--- src/rtl/pcie_dma_pkg.sv ---
// Shared types and defaults for the RAM burst unpacker: FSM states,
// lane-count helper and default parameter values.
package pcie_dma_pkg;

  typedef enum logic [1:0] {
    S_IDLE  = 2'd0,
    S_READ  = 2'd1,
    S_DRAIN = 2'd2
  } burst_state_e;

  localparam int DEF_W_ADDR     = 12;
  localparam int DEF_W_DATA     = 128;
  localparam int DEF_W_PW       = 16;
  localparam int DEF_RD_LATENCY = 2;
  localparam int DEF_FIFO_DEPTH = 32;

  // Captured RAM words awaiting unpack; also caps words in flight.
  localparam int WQ_DEPTH = 4;

  function automatic int lane_count(input int w_data, input int w_pw);
    return w_data / w_pw;
  endfunction

endpackage

--- src/rtl/ram_burst_unpacker_burst_fifo.sv ---
// Synchronous show-ahead FIFO with occupancy count; push and pop may
// happen in the same cycle.
module burst_fifo #(
  parameter int W     = 16,
  parameter int DEPTH = 32
) (
  input  logic                     clk,
  input  logic                     rst,
  input  logic                     push,
  input  logic [W-1:0]             din,
  input  logic                     pop,
  output logic [W-1:0]             dout,
  output logic                     empty,
  output logic [$clog2(DEPTH):0]   count
);
  localparam int AW = $clog2(DEPTH);
  localparam int CW = AW + 1;

  logic [W-1:0]  mem_q [DEPTH];
  logic [AW-1:0] wr_q, wr_d, rd_q, rd_d;
  logic [CW-1:0] cnt_q, cnt_d;
  logic          do_push, do_pop;

  always_comb begin
    do_push = push && (cnt_q != CW'(DEPTH));
    do_pop  = pop && (cnt_q != '0);
    wr_d    = wr_q + AW'(do_push);
    rd_d    = rd_q + AW'(do_pop);
    cnt_d   = cnt_q + CW'(do_push) - CW'(do_pop);
  end

  always_ff @(posedge clk or posedge rst) begin
    if (rst) begin
      wr_q  <= '0;
      rd_q  <= '0;
      cnt_q <= '0;
    end else begin
      wr_q  <= wr_d;
      rd_q  <= rd_d;
      cnt_q <= cnt_d;
    end
  end

  always_ff @(posedge clk) begin
    if (do_push) mem_q[wr_q] <= din;
  end

  assign dout  = mem_q[rd_q];
  assign empty = (cnt_q == '0);
  assign count = cnt_q;

endmodule

--- src/rtl/ram_burst_unpacker.sv ---
// Reads a burst of RAM words and unpacks each into W_PW lanes (MS lane first)
// into an output FIFO. Macro PW_ZERO_SKIP_EN drops all-zero lanes.
module ram_burst_unpacker
  import pcie_dma_pkg::*;
#(
  parameter int W_ADDR     = DEF_W_ADDR,
  parameter int W_DATA     = DEF_W_DATA,
  parameter int W_PW       = DEF_W_PW,
  parameter int RD_LATENCY = DEF_RD_LATENCY,
  parameter int FIFO_DEPTH = DEF_FIFO_DEPTH
) (
  input  logic              clk,
  input  logic              rst,
  input  logic              start,
  input  logic [W_ADDR-1:0] base_addr,
  input  logic [W_ADDR:0]   num_words,
  output logic [W_ADDR-1:0] rd_addr,
  output logic              rden,
  input  logic [W_DATA-1:0] rd_data,
  output logic [W_PW-1:0]   pw_data,
  output logic              pw_valid,
  input  logic              pw_ready,
  output logic              busy,
  output logic              done
);
  localparam int L   = lane_count(W_DATA, W_PW);
  localparam int LW  = (L > 1) ? $clog2(L) : 1;
  localparam int FCW = $clog2(FIFO_DEPTH) + 1;
  localparam int IW  = $clog2(WQ_DEPTH + 1);
  localparam int QW  = $clog2(WQ_DEPTH);
  localparam logic [W_ADDR:0] ONE_WORD = 1;

  burst_state_e          state_q, state_d;
  logic [W_ADDR-1:0]     next_addr_q, next_addr_d, rd_addr_q, rd_addr_d;
  logic [W_ADDR:0]       left_q, left_d;
  logic                  rden_q, rden_d, done_q, done_d;
  logic [IW-1:0]         inflight_q, inflight_d;
  logic [RD_LATENCY-1:0] vld_pipe_q, vld_pipe_d;
  logic [W_DATA-1:0]     wq_mem_q [WQ_DEPTH];
  logic [QW-1:0]         wq_wr_q, wq_wr_d, wq_rd_q, wq_rd_d;
  logic [IW-1:0]         wq_cnt_q, wq_cnt_d;
  logic [LW-1:0]         lane_q, lane_d;

  logic [W_DATA-1:0]     head;
  logic [W_PW-1:0]       lane_val;
  logic                  capture, unpack, retire, push, pop, issue_ok;
  logic [FCW-1:0]        fifo_cnt;
  logic                  fifo_empty;

  assign capture  = vld_pipe_q[RD_LATENCY-1];
  assign unpack   = (wq_cnt_q != '0);
  assign retire   = unpack && (lane_q == LW'(L - 1));
  assign head     = wq_mem_q[wq_rd_q];
  assign lane_val = W_PW'(head >> (W_DATA - W_PW * (int'(lane_q) + 1)));
  assign pop      = pw_valid && pw_ready;

  // Reserve a full word of FIFO space for every word not yet fully unpacked.
  assign issue_ok = (inflight_q < IW'(WQ_DEPTH)) &&
                    ((FIFO_DEPTH - int'(fifo_cnt)) >= L * (int'(inflight_q) + 1));

`ifdef PW_ZERO_SKIP_EN
  assign push = unpack && (lane_val != '0);
`else
  assign push = unpack;
`endif

  always_comb begin
    state_d     = state_q;
    next_addr_d = next_addr_q;
    rd_addr_d   = rd_addr_q;
    left_d      = left_q;
    rden_d      = 1'b0;
    done_d      = 1'b0;
    case (state_q)
      S_IDLE: begin
        if (start) begin
          if (num_words == '0) begin
            done_d = 1'b1;
          end else begin
            state_d     = S_READ;
            next_addr_d = base_addr;
            left_d      = num_words;
          end
        end
      end
      S_READ: begin
        if (issue_ok) begin
          rden_d      = 1'b1;
          rd_addr_d   = next_addr_q;
          next_addr_d = next_addr_q + 1'b1;
          left_d      = left_q - 1'b1;
          if (left_q == ONE_WORD) state_d = S_DRAIN;
        end
      end
      S_DRAIN: begin
        if (retire && (inflight_q == IW'(1))) begin
          state_d = S_IDLE;
          done_d  = 1'b1;
        end
      end
      default: state_d = S_IDLE;
    endcase
  end

  always_comb begin
    vld_pipe_d = RD_LATENCY'({vld_pipe_q, rden_q});
    inflight_d = inflight_q + IW'(rden_d) - IW'(retire);
    wq_wr_d    = wq_wr_q + QW'(capture);
    wq_rd_d    = wq_rd_q + QW'(retire);
    wq_cnt_d   = wq_cnt_q + IW'(capture) - IW'(retire);
    lane_d     = lane_q;
    if (unpack) lane_d = retire ? '0 : lane_q + 1'b1;
  end

  always_ff @(posedge clk or posedge rst) begin
    if (rst) begin
      state_q     <= S_IDLE;
      next_addr_q <= '0;
      rd_addr_q   <= '0;
      left_q      <= '0;
      rden_q      <= 1'b0;
      done_q      <= 1'b0;
      inflight_q  <= '0;
      vld_pipe_q  <= '0;
      wq_wr_q     <= '0;
      wq_rd_q     <= '0;
      wq_cnt_q    <= '0;
      lane_q      <= '0;
    end else begin
      state_q     <= state_d;
      next_addr_q <= next_addr_d;
      rd_addr_q   <= rd_addr_d;
      left_q      <= left_d;
      rden_q      <= rden_d;
      done_q      <= done_d;
      inflight_q  <= inflight_d;
      vld_pipe_q  <= vld_pipe_d;
      wq_wr_q     <= wq_wr_d;
      wq_rd_q     <= wq_rd_d;
      wq_cnt_q    <= wq_cnt_d;
      lane_q      <= lane_d;
    end
  end

  always_ff @(posedge clk) begin
    if (capture) wq_mem_q[wq_wr_q] <= rd_data;
  end

  burst_fifo #(.W(W_PW), .DEPTH(FIFO_DEPTH)) u_fifo (
    .clk   (clk),
    .rst   (rst),
    .push  (push),
    .din   (lane_val),
    .pop   (pop),
    .dout  (pw_data),
    .empty (fifo_empty),
    .count (fifo_cnt)
  );

  assign rd_addr  = rd_addr_q;
  assign rden     = rden_q;
  assign busy     = (state_q != S_IDLE);
  assign done     = done_q;
  assign pw_valid = !fifo_empty;

endmodule

--- config.mk ---
export PLATFORM = sky130hd
export DESIGN_NAME = ram_burst_unpacker
export DESIGN_NICKNAME = d
export VERILOG_FILES = /design/src/rtl/pcie_dma_pkg.sv /design/src/rtl/ram_burst_unpacker_burst_fifo.sv /design/src/rtl/ram_burst_unpacker.sv
export SDC_FILE = /design/constraint.sdc
export NUM_CORES = 1
export LEC_CHECK = 0
export CAP_MARGIN = 0
export CORE_ASPECT_RATIO = 0.6
export CORE_MARGIN = 2
export CORE_UTILIZATION = 41
export CTS_CLUSTER_DIAMETER = 80
export DETAILED_ROUTE_END_ITERATION = 6
export PLACE_DENSITY = 0.58
export SYNTH_ARGS = -nofsm -noshare
export SYNTH_HDL_FRONTEND = slang
export SYNTH_SLANG_ARGS = --single-unit
--- constraint.sdc ---
create_clock -name clk -period 26.5 [get_ports clk]
set_input_delay 3.975 -clock clk [delete_from_list [all_inputs] [get_ports clk]]
set_output_delay 3.975 -clock clk [all_outputs]
set_load 0.03 [all_outputs]
---- Word level (Yosys, flattened, before mapping) ----
Memories as Yosys holds them, arrays and structs flattened.
Index checks and enable logic that the tools add are counted.
storage, ports and cells
  output and inout port bits .............. 32
  input port bits ......................... 157
  RAM bits ................................ 1024
  memories kept ........................... 2
  bits in registers ....................... 72
operators by class
  equality and inequality tests ........... 11
  $add $sub $neg .......................... 17
  shifts and indexed selects .............. 1
  order comparisons ....................... 2
  reductions and logical operators ........ 17
  mux-type cells .......................... 25
memory list
  name          words  width  rd ports  clocked after memory_dff  wr ports  line                                 RTL
  u_fifo.mem_q  32     16     1         0                         1         ram_burst_unpacker_burst_fifo.sv:19  logic [W-1:0] mem_q [DEPTH];
  wq_mem_q      4      128    1         0                         1         ram_burst_unpacker.sv:39             logic [W_DATA-1:0] wq_mem_q [WQ_DEPTH];
operators by type and width
  cell                   number
  $shr 128x32->16        1
  $mux 13                3
  $mux 12                3
  $pmux 13 s2            1
  $pmux 12 s2            1
  $eq 13x1->1 const B    1
  $logic_not 13->1       1
  $sub 13x1->13 const B  1
  $add 12x1->12 const B  1
  $add 5x1->5            2
  $mux 2                 5
  $ne 2x2->1 const B     5
  $mux 1                 9
  $sub 8x8->9 const A    1
  $add 3x1->4 const B    2
  $ge 7x8->1             1
  $sub 6x6->7 const A    1
  $add 3x1->3            2
  $add 6x1->6            1
  $logic_and 1x1->1      6
  $logic_not 6->1        1
  $ne 6x6->1 const B     1
  $pmux 2 s3             1
  $reduce_bool 6->1      1
  18 further kinds       21

---- Logic depth before layout (Yosys ltp) ----
  depth in word-level cells ............... 7
  depth in mapped cells ................... 16

---- By module ----
Synthesis repeated with hierarchy kept, for this count alone.
second synthesis, totals
  cell total of the unflattened synthesis .. 2577
  area, all modules ....................... 44247.4 µm²
modules (own cells, without submodules)
  module              seq. area each (µm²)  cells an instance  instances  area an instance (µm²)
  ram_burst_unpacker  16776.1               1441               1          23276.1
  burst_fifo          15775.1               1136               1          20971.4

---- Least setup slack after synthesis ----
Ideal clock, no wire load.
  kind .................................... register to register
  start ................................... register vld_pipe_q[1]
  end ..................................... memory wq_mem_q[0][0] in the netlist's numbering, enable pin
  clock period less this slack ............ 10.510 ns
  setup slack ............................. 15.990 ns
  arrival time ............................ 9.712 ns
  cell stages (with the launch flop) ...... 2
  path through ............................ dfrtp_1 > nor3b_1
on the way
  cells in the longest elaborated chain, start to end .. 2
RTL lines
  item                          line                       RTL
  start, declared               ram_burst_unpacker.sv:38   logic [RD_LATENCY-1:0] vld_pipe_q, vld_pipe_d;
  start signal, assigned        ram_burst_unpacker.sv:137  vld_pipe_q <= vld_pipe_d;
  $mux 1                        ram_burst_unpacker.sv:146  if (capture) wq_mem_q[wq_wr_q] <= rd_data;
  $mux 1 (not written as such)  ram_burst_unpacker.sv:146
  end, declared                 ram_burst_unpacker.sv:39
No other way between the ends.

---- Worst setup path in the final report ----
  start ................................... register u_fifo.rd_q[1]
  end ..................................... output port pw_data[12]
on the way
  cells in the longest elaborated chain, start to end .. 1
RTL lines
  item                    line                                 RTL
  start, declared         ram_burst_unpacker_burst_fifo.sv:20  logic [AW-1:0] wr_q, wr_d, rd_q, rd_d;
  start signal, assigned  ram_burst_unpacker_burst_fifo.sv:39  rd_q <= rd_d;
  $mem_v2 32x16           n/a
  end, declared           ram_burst_unpacker.sv:20             output logic [W_PW-1:0] pw_data,
No other way between the ends.

==> results summary <==
The run finished with clean final reports. The worst slew slack as a fraction of its limit is between 10% and 20%. The total of buffers placed on input and output ports came out at 188.

The floorplan die height is roughly 260 um. The number of antenna violations at the first check in global routing came out at 14. Setup repair after global routing left no endpoint under its margin. The clock drives 1096 sinks.

The share of the clock period used by the worst path is between 30% and 40%. The worst clock skew came out at 47.8 ps. The number of global-route vias before repair is 23000. The clock latency reported for the late side of the worst-skew pair is ~740 ps. In this run the power spent charging and discharging nets is 1120 uW.

The cell at the root of the clock tree is sky130_fd_sc_hd__clkbuf_16. The violation count after the first detailed-routing iteration is 2208. Once routing completed, OpenROAD measured the worst setup slack at around 18000 ps.

Leaving out fill and tap cells, the most frequent cell in the layout is sky130_fd_sc_hd__edfxtp_1. STA classifies the critical path startpoint as a register. The total I/O pin count came out at 189.

The cell area power density is 82.1 nW/um^2. The detailed router placed 22800 vias in this run. Ranked by total cell area, the synthesized netlist is headed by sky130_fd_sc_hd__edfxtp_1 (71%), sky130_fd_sc_hd__mux2i_1 (6.6%), sky130_fd_sc_hd__mux4_2 (6.6%).

The data arrival time of the critical path is 4670 ps. Setup violations remaining at the end of the flow were counted as 0. The internal power of the cells totals 3050 uW. The DRC violation count after routing is 0. The via-per-instance ratio came out at roughly 5.7. The post-synth design cell area came out at 43500 um^2. The area used by multi-input combinational logic is around 11000 um^2.

The die covers around 110000 um^2. The number of enable flip-flop cells after synthesis came out at 1024. The clock transition at the register clock pins on the worst setup and hold paths after CTS came out at 60 ps. The largest total area in the synthesized netlist belongs to sky130_fd_sc_hd__edfxtp_1. The synthesized design contains 1096 register bits. At the end of the flow, the number of nets in the layout was 2714. The predominant post-synthesis flop cell is sky130_fd_sc_hd__edfxtp_1.

The global-route usage over all layers is 19.3%. In the final routed layout, each cell accounts on average for ~26 um. The area growth from synthesis to final layout is 16.7%. The smallest clock period supported by the final layout is computed as 8650 ps.

Synthesis produced a netlist with a net count of 2497. The post-route netlist has 15.4% of its cells at a drive strength greater than 1. The power share of the combinational group came out at between 10% and 20%. The clock passes through at most 3 buffers. The critical-path maximum fanout came out at 137. The worst-case vdd ir drop is 0.0000677 V.

The die span in x is 425 um. The critical path capture point type is a primary output. The hold violation count in the final report came out at 0. The area share of the largest cell type after synthesis came out at 70.6%. The estimated wirelength of the detail-placed design came out at 65300 um. The data required time at the worst endpoint came out at approximately 23000 ps.

The fraction of power consumed by the clock network came out at 35.6%. Counting the fill cells in the layout gives between 8000 and 9000. The CTS H-tree depth came out at 3.

The setup path with the least slack is of type reg2out. The footprint of the flip-flops and latches came out at around 33000 um^2. Summed over all layers, the routed wires come to between 100000 and 150000 um. In this design, the stage delay of the slowest critical-path cell is about 1100 ps.

The switching portion of total power came out at between 20 and 30%. Of all flip-flops after synthesis, the portion carrying an async set or reset was 6.57%. Traced cell by cell, the critical path runs through buf_12, mux2_2, o21ai_0, a211oi_1, a31oi_1, o221ai_1, clkdlybuf4s50_1. OpenSTA, run right after detailed placement, puts the worst setup slack at 18630 ps.

The global-route wire length before repair came out at 155000 um. The number of rows in the core area is 92. The number of distinct standard cells referenced by the synthesized netlist is 68. Entering global routing, the biggest net connects roughly 140 pins. The detailed-routing iteration count for the pre-antenna-repair pass came out at 5. The number of standard cells after synthesis is 2305.

The initial core utilization is 41.4%. The total negative slack came out at 0 ps. In this run the standard cell core region covers 105000 um^2.

A synthesized cell averages roughly 19 um^2. The sequential-to-total area share from yosys stat came out at 74.8%. The sum of buffers and inverters on the critical path is 2. In the layout the commonest cells are sky130_fd_sc_hd__edfxtp_1 (1024), sky130_fd_sc_hd__mux2i_1 (288), sky130_fd_sc_hd__clkdlybuf4s50_1 (188).

The transition time at the pin with the least slew margin came out at 1340 ps. The number of maximum-capacitance constraint violations is 0. The number of gates resized after CTS was 0.

The peak clock frequency supported by timing came out at 0.116 GHz. The number of nets still failing antenna checks after routing is 0. For this run, the number of Yosys warnings is 0. The sum of overflow across all layers after global routing came out at 0. The kind of cell adding the most delay to the critical path is buffers and inverters. The global placer's final weighted congestion came out at slightly below 0.8. The fraction of power consumed by sequential logic is 46.3%. The slowest stage of the critical path is the sky130_fd_sc_hd__dfrtp_4 cell. The number of buffers inserted by post-CTS setup repair came out at 0. The post-cts hold buffer count is 0. The total clock buffers created by CTS came out at 103. In this run the worst hold path is classified as reg2reg. The number of pins exceeding their max-slew limit in the final report came out at 0.

In this run the register-to-register setup slack is around 22000 ps. The static power due to leakage is 0.0167 uW. TritonCTS built the clock tree.
-- final cells by class --
| cell class | count | share of cell area, % |
|---|---|---|
| inverter | 29 | 0.217 |
| clock inverter | 66 | 1.52 |
| tap | 1410 | 3.47 |
| antenna | 1 | 0.00493 |
| sequential | 1096 | 64.1 |
| clock buffer | 119 | 5.19 |
| timing repair buffer | 243 | 4.59 |
| multi-input combinational | 1049 | 20.9 |
-- registers in the layout, indices dropped and copies added (netlist names), 5 cells and up --
name          cells
u_fifo.rd_q       5
u_fifo.count      6
left_q           13
next_addr_q      12
u_fifo.mem_q    512
rd_addr          12
u_fifo.wr_q       5
wq_mem_q        512
-- metrics by stage --
stage / std cells / utilization, % / hold slack (ps) / instance area (um^2) / power, uW
2_1_floorplan: 2305 / - / 331 / 43500 / 2470
3_3_place_gp: 3827 / 45.1 / 380 / 47400 / 2710
3_5_place_dp: 3827 / 45.1 / 379 / 47400 / 2720
4_1_cts: 4012 / 48.3 / 404 / 50800 / 4210
5_1_grt: 4013 / 48.3 / 414 / 50800 / 4320
6_report: 4013 / 48.3 / 394 / 50800 / 4170
-- routing by layer --
layer | vias up | wire, um | GRT usage [%] | part of all wire [%]
met1 | 12000 | 49200 | 29.7 | 47
met3 | 134 | 8370 | 4.89 | 7.9
met4 | 14 | 1530 | 3.63 | 1.4
met5 | - | 92 | 0 | 0.087
li1 | 9846 | - | - | -
met2 | 825 | 46300 | 27.8 | 44
-- power groups by stage --
stage          Clock [uW]  Combinational (uW)  Sequential [uW]
2_1_floorplan           0                 536             1930
6_report             1490                 752             1930
3_5_place_dp            0                 754             1970
4_1_cts              1520                 757             1930
3_3_place_gp            0                 744             1970
5_1_grt              1590                 801             1940
-- Yosys cell counts, types with 7 or more instances --
library cell / instances
sky130_fd_sc_hd__mux2i_1: 288
sky130_fd_sc_hd__edfxtp_1: 1024
sky130_fd_sc_hd__o221ai_1: 18
sky130_fd_sc_hd__dfrtp_1: 72
sky130_fd_sc_hd__clkbuf_1: 56
sky130_fd_sc_hd__o21ai_1: 15
sky130_fd_sc_hd__nor2b_1: 7
sky130_fd_sc_hd__o32ai_1: 17
sky130_fd_sc_hd__inv_1: 29
sky130_fd_sc_hd__a31oi_1: 18
sky130_fd_sc_hd__nand2b_1: 7
sky130_fd_sc_hd__a221oi_1: 13
sky130_fd_sc_hd__xor2_1: 8
sky130_fd_sc_hd__o21ai_0: 20
sky130_fd_sc_hd__ha_1: 32
sky130_fd_sc_hd__a21oi_1: 53
sky130_fd_sc_hd__a22oi_1: 111
sky130_fd_sc_hd__nand3_1: 16
sky130_fd_sc_hd__a22o_1: 59
sky130_fd_sc_hd__mux4_2: 128
sky130_fd_sc_hd__mux2_4: 8
sky130_fd_sc_hd__nor3_1: 12
sky130_fd_sc_hd__buf_2: 42
sky130_fd_sc_hd__nand2_1: 58
sky130_fd_sc_hd__xnor2_1: 15
sky130_fd_sc_hd__nor3b_1: 7
sky130_fd_sc_hd__buf_4: 19
sky130_fd_sc_hd__buf_1: 11
sky130_fd_sc_hd__nor2_1: 55
-- path summary, 6_finish.rpt --
path / cells after the start / start / endpoint
min in group asynchronous: 3 / rst / left_q[0]$_DFFE_PP0P_
worst min register to register: 0 / rden$_DFF_PP0_ / vld_pipe_q[0]$_DFF_PP0_
worst max register to register: 8 / lane_q[0]$_DFFE_PP0N_ / u_fifo.mem_q[10][6]$_DFFE_PP_
worst min-delay path: 0 / rden$_DFF_PP0_ / vld_pipe_q[0]$_DFF_PP0_
worst max-delay path: 7 / u_fifo.rd_q[1]$_DFF_PP0_ / pw_data[12]
max in group asynchronous: 3 / rst / u_fifo.rd_q[1]$_DFF_PP0_
-- cell families (layout without fill, tap and decap cells) --
| logic type | count (synthesis) | after routing | share of synthesized area (%) |
|---|---|---|---|
| AO/OA/AOI/OAI | 360 | 360 | 6.02 |
| XOR/XNOR | 23 | 23 | 0.463 |
| adder cells (fa/ha/maj) | 35 | 35 | 1.06 |
| buffers and inverters | 160 | 457 | 1.72 |
| flip-flops | 1096 | 1096 | 74.8 |
| multiplexers | 431 | 431 | 13.7 |
| other | 0 | 1 | 0 |
| AND/OR/NAND/NOR | 200 | 200 | 2.25 |
(Power assumes the default switching activity.)
